<file path="src/rtl/sd_pkg.sv">
// Shared types for the sd detector, its result packer and their benches.
package sd_pkg;

  localparam int SD_FRAME_LEN = 14;

  function automatic int sd_cnt_w(input int n);
    return $clog2(n + 1);
  endfunction

  localparam int SD_CNT_W = sd_cnt_w(SD_FRAME_LEN);

  typedef struct packed {
    logic [SD_FRAME_LEN-1:0] frame;
    logic [SD_CNT_W-1:0]     hits;
    logic                    is_short;
  } sd_frame_t;

endpackage

</file>
<file path="src/rtl/sd_fifo2.sv">
// Two-entry FIFO; head is read straight from storage, so outputs depend only on flops.
// A push while full is accepted only if the head pops in the same cycle, otherwise it is ignored.
module sd_fifo2
  import sd_pkg::*;
#(
  parameter type T = sd_frame_t
) (
  input  logic clk,
  input  logic rst,
  input  logic push,
  input  T     push_dat,
  output logic full,
  input  logic pop,
  output logic head_vld,
  output T     head_dat
);

  T           mem_q [2];
  T           mem_d [2];
  logic       rd_q, rd_d;
  logic [1:0] cnt_q, cnt_d;
  logic       do_pop, do_push, wr_ptr;

  assign head_vld = (cnt_q != 2'd0);
  assign full     = (cnt_q == 2'd2);
  assign head_dat = mem_q[rd_q];

  always_comb begin
    mem_d   = mem_q;
    rd_d    = rd_q;
    do_pop  = pop && head_vld;
    do_push = push && (!full || do_pop);
    // With two slots, the write slot is the head when count is 0 or 2, else the other one.
    wr_ptr  = rd_q ^ cnt_q[0];
    if (do_push) begin
      mem_d[wr_ptr] = push_dat;
    end
    if (do_pop) begin
      rd_d = ~rd_q;
    end
    cnt_d = cnt_q + {1'b0, do_push} - {1'b0, do_pop};
  end

  always_ff @(posedge clk or negedge rst) begin
    if (!rst) begin
      mem_q[0] <= '0;
      mem_q[1] <= '0;
      rd_q     <= 1'b0;
      cnt_q    <= 2'd0;
    end else begin
      mem_q <= mem_d;
      rd_q  <= rd_d;
      cnt_q <= cnt_d;
    end
  end

endmodule

</file>
<file path="src/rtl/sd_result_pack.sv">
// Packs the serial detector stream into FRAME_LEN-bit frames with a hit count,
// buffered in a two-entry valid/ready queue; frame_done flushes a partial frame.
module sd_result_pack
  import sd_pkg::*;
#(
  parameter int FRAME_LEN = SD_FRAME_LEN,
  parameter int CNT_W     = sd_cnt_w(FRAME_LEN)
) (
  input  logic                 clk,
  input  logic                 rst,
  input  logic                 bit_valid,
  input  logic                 bit_in,
  input  logic                 frame_done,
  output logic                 out_valid,
  input  logic                 out_ready,
  output logic [FRAME_LEN-1:0] out_frame,
  output logic [CNT_W-1:0]     out_hits,
  output logic                 out_short,
  output logic                 overflow
);

  localparam int IDX_W = $clog2(FRAME_LEN);

  typedef struct packed {
    logic [FRAME_LEN-1:0] frame;
    logic [CNT_W-1:0]     hits;
    logic                 is_short;
  } frame_t;

  logic [IDX_W-1:0]     idx_q, idx_d;
  logic [FRAME_LEN-1:0] acc_q, acc_d, acc_n;
  logic [CNT_W-1:0]     hits_q, hits_d, hits_n;
  logic                 overflow_q, overflow_d;
  logic                 last_bit, close, pop, fifo_full, head_vld;
  frame_t               push_dat, head_dat;

  always_comb begin
    acc_n = acc_q;
    if (bit_valid) begin
      acc_n[idx_q] = bit_in;
    end
    hits_n   = hits_q + CNT_W'(bit_valid & bit_in);
    last_bit = bit_valid && (idx_q == IDX_W'(FRAME_LEN - 1));
    // A bit arriving with frame_done counts as held, so it is flushed with the frame.
    close    = last_bit || (frame_done && (bit_valid || (idx_q != '0)));

    push_dat.frame    = acc_n;
    push_dat.hits     = hits_n;
    push_dat.is_short = !last_bit;

    pop        = head_vld && out_ready;
    overflow_d = overflow_q | (close & fifo_full & !pop);

    if (close) begin
      idx_d  = '0;
      acc_d  = '0;
      hits_d = '0;
    end else begin
      idx_d  = idx_q + IDX_W'(bit_valid);
      acc_d  = acc_n;
      hits_d = hits_n;
    end
  end

  always_ff @(posedge clk or negedge rst) begin
    if (!rst) begin
      idx_q      <= '0;
      acc_q      <= '0;
      hits_q     <= '0;
      overflow_q <= 1'b0;
    end else begin
      idx_q      <= idx_d;
      acc_q      <= acc_d;
      hits_q     <= hits_d;
      overflow_q <= overflow_d;
    end
  end

  sd_fifo2 #(
    .T (frame_t)
  ) u_fifo (
    .clk      (clk),
    .rst      (rst),
    .push     (close),
    .push_dat (push_dat),
    .full     (fifo_full),
    .pop      (pop),
    .head_vld (head_vld),
    .head_dat (head_dat)
  );

  assign out_valid = head_vld;
  assign out_frame = head_dat.frame;
  assign out_hits  = head_dat.hits;
  assign out_short = head_dat.is_short;
  assign overflow  = overflow_q;

endmodule

</file>
<file path="config.mk">
export PLATFORM = sky130hd
export DESIGN_NAME = sd_result_pack
export DESIGN_NICKNAME = d
export VERILOG_FILES = /design/src/rtl/sd_pkg.sv /design/src/rtl/sd_fifo2.sv /design/src/rtl/sd_result_pack.sv
export SDC_FILE = /design/constraint.sdc
export NUM_CORES = 1
export LEC_CHECK = 0
export CAP_MARGIN = 20
export CORE_MARGIN = 1
export CORE_UTILIZATION = 52
export CTS_CLUSTER_SIZE = 20
export DETAILED_ROUTE_END_ITERATION = 8
export PLACE_DENSITY = 0.88
export SLEW_MARGIN = 20
export SYNTH_ARGS = -nofsm -noshare
export SYNTH_HDL_FRONTEND = slang
export SYNTH_SLANG_ARGS = --single-unit
export TNS_END_PERCENT = 5
</file>
<file path="constraint.sdc">
create_clock -name clk -period 1.8 [get_ports clk]
set_input_delay 0.27 -clock clk [delete_from_list [all_inputs] [get_ports clk]]
set_output_delay 0.27 -clock clk [all_outputs]
set_load 0.05 [all_outputs]
</file>
==> impl_metrics.py <==
metrics = {
    "placed_design": {
        "place_hpwl_um": 3964,
        "place_area_mm2": 0.003490,
        "place_congestion": 0.8304,
        "io_buffers": 26,
    },
    "synth": {
        "syn_area_mm2": 0.003110,
        "synth_top_family_by_area": "multiplexers",
        "synthMuxAreaShare_pct": 28.12,
        "yosys.area_share.simple_pct": 11.75,
        "ys_types": 28,
        "synth-compound-area-share_pct": 1.609,
        "synth_fa_ha_area_share_pct": 2.414,
        "ys_ff_latch": 64,
        "synth_cells": 229,
        "synth-seq-area-share_pct": 51.49,
        "synth_xor_area_share_pct": 1.971,
        "synth_nets": 241,
        "synth_warnings": 0,
        "postSynthAreaPerCell_um2": 13.58,
    },
    "clock_network": {
        "root_buffer": "clkbuf_8",
        "clk_latency_ns": 0.35,
        "clk_pin_slew_ns": 0.07,
        "max-clock-path-buffers": 2,
        "cts_tree": "built",
        "numCtsBuffers": 9,
        "cts_sinks": 64,
        "htree_levels": 3,
    },
    "sta": {
        "fin_skew_ns": 0.007417,
        "setup_viol": 38,
        "max-slew-margin-rel_pct": 66.38,
        "worst_slew_pin_slew_ns": 0.5034,
        "fin_ws_ns": -0.06286,
        "rsz0062_at_grt": "yes",
        "period_minus_slack_ns": 1.863,
        "drv_slew": 0,
        "period_share_pct": 103.5,
        "hold_violations": 0,
        "holdWs_ns": 0.3568,
        "fmax_ghz": 0.5368,
    },
    "min_path": {
        "hold_class": "in -> async",
    },
    "global_routing": {
        "grt_pass1_vias": 1994,
        "grt_max_degree": 52,
        "antenna_found_initial": 0,
        "gr-total-overflow": 0,
        "grt_usage_pct": 22.76,
        "grt_pass1_wl_um": 10380,
    },
    "drt": {
        "drc": 0,
        "totalWireLength_um": 6243,
        "drt_iter0_markers": 103,
        "vias_per_cell": 5.347,
        "drt_pre_antenna_iters": 4,
        "routed-via-count": 1893,
        "ant_nets": 0,
        "avgRoutedWirePerCell_um": 17.64,
    },
    "finish": {
        "antenna_cells": 0,
        "drive_above_1_share_pct": 49.65,
        "nets": 289,
        "fillers": 371,
        "area_delta_synth_final_pct": 25.58,
        "final-seq-area_mm2": 0.001603,
        "multi_input_area_mm2": 0.001450,
        "final_util_pct": 69.24,
        "final_area_mm2": 0.003906,
    },
    "floorplan": {
        "num_io_pins": 27,
        "core_area_mm2": 0.005642,
        "die_h_um": 79.34,
        "dieArea_mm2": 0.006295,
        "num_rows": 27,
        "start_util_pct": 55.13,
        "fp.dieW_um": 79.34,
    },
    "run": {
        "max-cap-violations": 0,
    },
    "worst_setup_path": {
        "path_max_fanout": 5,
        "crit_chain": "or4_4 > a21oi_4 > nor3_4 > buf_6 > mux2_4",
        "crit_arrival_ns": 2.10,
        "critical-path-max-stage-delay_ns": 0.56,
        "critPathBufInv": 1,
        "cp_top_family": "simple AND/OR/NAND/NOR gates",
        "cp_slowest_cell": "or4_4",
        "required_ns": 2.04,
        "start_kind": "register",
        "crit_path_end_kind": "register",
        "crit_type": "reg -> reg",
    },
    "pwr": {
        "vdd_drop_max_uv": 1160,
        "p_leak_nw": 1.887,
        "power_density_mw_per_mm2": 1461,
        "power_w": 0.005707,
    },
    "status": {
        "outcome": "complete, but fails checks",
        "violations": "setup timing",
    },
}
==> stage by stage <==
step	worst slack, ns	setup TNS (ns)	std cells
3_3_place_gp	-0.2037	-5.502	334
5_1_grt	-0.1074	-3.173	354
3_5_place_dp	-0.2344	-6.712	334
6_report	-0.06286	-1.348	354
4_1_cts	-0.08306	-2.590	353
2_1_floorplan	-0.1261	-2.671	229
==> sequential cells by signal, indices dropped and copies added (netlist names) <==
name	flops
u_fifo.cnt_q	2
idx_q	4
u_fifo.mem_q	38
hits_q	4
u_fifo.rd_q	1
acc_q	14
overflow	1
==> power by group <==
part           switching [W]  internal [W]  leakage [nW]  total (W)
Sequential          0.000160       0.00170         0.856    0.00186
Clock               0.000569      0.000958         0.124    0.00153
Combinational        0.00124       0.00108         0.907    0.00232
==> layout make-up <==
cell class                 instances  area share, %
multi-input combinational        150          37.12
clock buffer                      11          3.619
tap                               72          2.306
inverter                           3         0.2883
sequential                        64          41.03
timing repair buffer              49          12.97
clock inverter                     5          2.659
==> path summary, 6_finish.rpt <==
kind                       depth (start not counted)          startpoint                      endpoint  slack, ns
max in group asynchronous                          3                 rst       u_fifo.rd_q$_DFFE_PN0P_       0.88
setup reg to reg                                   5  idx_q[0]$_DFF_PN0_  u_fifo.mem_q[21]$_DFFE_PN0P_      -0.06
hold / removal                                     2                 rst  u_fifo.mem_q[27]$_DFFE_PN0P_       0.36
setup / recovery                                   5  idx_q[0]$_DFF_PN0_  u_fifo.mem_q[21]$_DFFE_PN0P_      -0.06
min in group clk                                   1  overflow$_DFF_PN0_            overflow$_DFF_PN0_       0.46
hold reg to reg                                    1  overflow$_DFF_PN0_            overflow$_DFF_PN0_       0.46
==> Yosys cell counts <==
cell type | n | area (um^2)
nor3_1 | 8 | 40.04
a41oi_2 | 1 | 16.27
nand4_1 | 1 | 6.260
nor3_4 | 2 | 32.53
nand2_1 | 3 | 11.26
or2_2 | 2 | 12.51
a21oi_4 | 1 | 16.27
nand3b_1 | 1 | 7.510
or4_4 | 1 | 11.26
nor3b_1 | 1 | 7.510
buf_2 | 3 | 15.01
and2_1 | 3 | 18.77
mux2_4 | 20 | 300.3
mux2_2 | 51 | 574.3
nor2b_1 | 23 | 143.9
inv_1 | 3 | 11.26
buf_6 | 3 | 33.78
a21oi_1 | 2 | 10.01
a21o_1 | 1 | 7.510
xor2_1 | 3 | 26.28
nand2b_1 | 3 | 18.77
nor2_1 | 8 | 30.03
clkbuf_1 | 4 | 15.01
xnor2_1 | 4 | 35.03
ha_1 | 6 | 75.07
nand3_1 | 5 | 25.02
buf_1 | 2 | 7.510
dfrtp_1 | 64 | 1602
==> worst reg2reg max path, stage by stage (launching register included) <==
cell and delay (ns):
dfrtp_1 0.38, or4_4 0.56, a21oi_4 0.24, nor3_4 0.11
buf_6 0.16, mux2_4 0.30
==> what timing repair did <==
item	4_1_cts	5_1_grt
buffers inserted	0	0
pin swaps	4	3
hold endpoints to repair	13	0
gates resized for setup	14	24
setup endpoints to repair	58	70
cloned	2	1
hold buffers	1	0
==> layout by cell type, fill, tap and decap left out, drive strengths merged <==
cell and count:
nor3 10, nor2 8, clkbuf 11, inv 3, bufinv 3, nor2b 23
buf 43, a21oi 3, nand4 1, clkdlybuf4s50 4, nand3 5, dlymetal6s2s 1
mux2 71, nand3b 1, nor3b 1, ha 6, or4 1, or2 2
dfrtp 64, dlygate4sd3 1, a41oi 1, nand2 3, nand2b 3, xnor2 4
a21o 1, clkinv 2, xor2 3, and2 3
==> kinds of logic (layout without fill, tap and decap cells) <==
kind of cell             count (synthesis)  in the layout
XOR/XNOR                                 7              7
buffers and inverters                   15             68
AND/OR/NAND/NOR                         61             61
adder cells (fa/ha/maj)                  6              6
multiplexers                            71             71
AO/OA/AOI/OAI                            5              5
flip-flops                              64             64
==> per-layer routing <==
metal	vias up	GRT usage [%]	part of all wire (%)
met2	35	36.38	50
met4	0	9.455	1.2
li1	887	-	-
met5	-	0	0
met1	964	28.74	45
met3	7	6.782	3.8
Note: power is estimated with default switching activity, not from simulation.
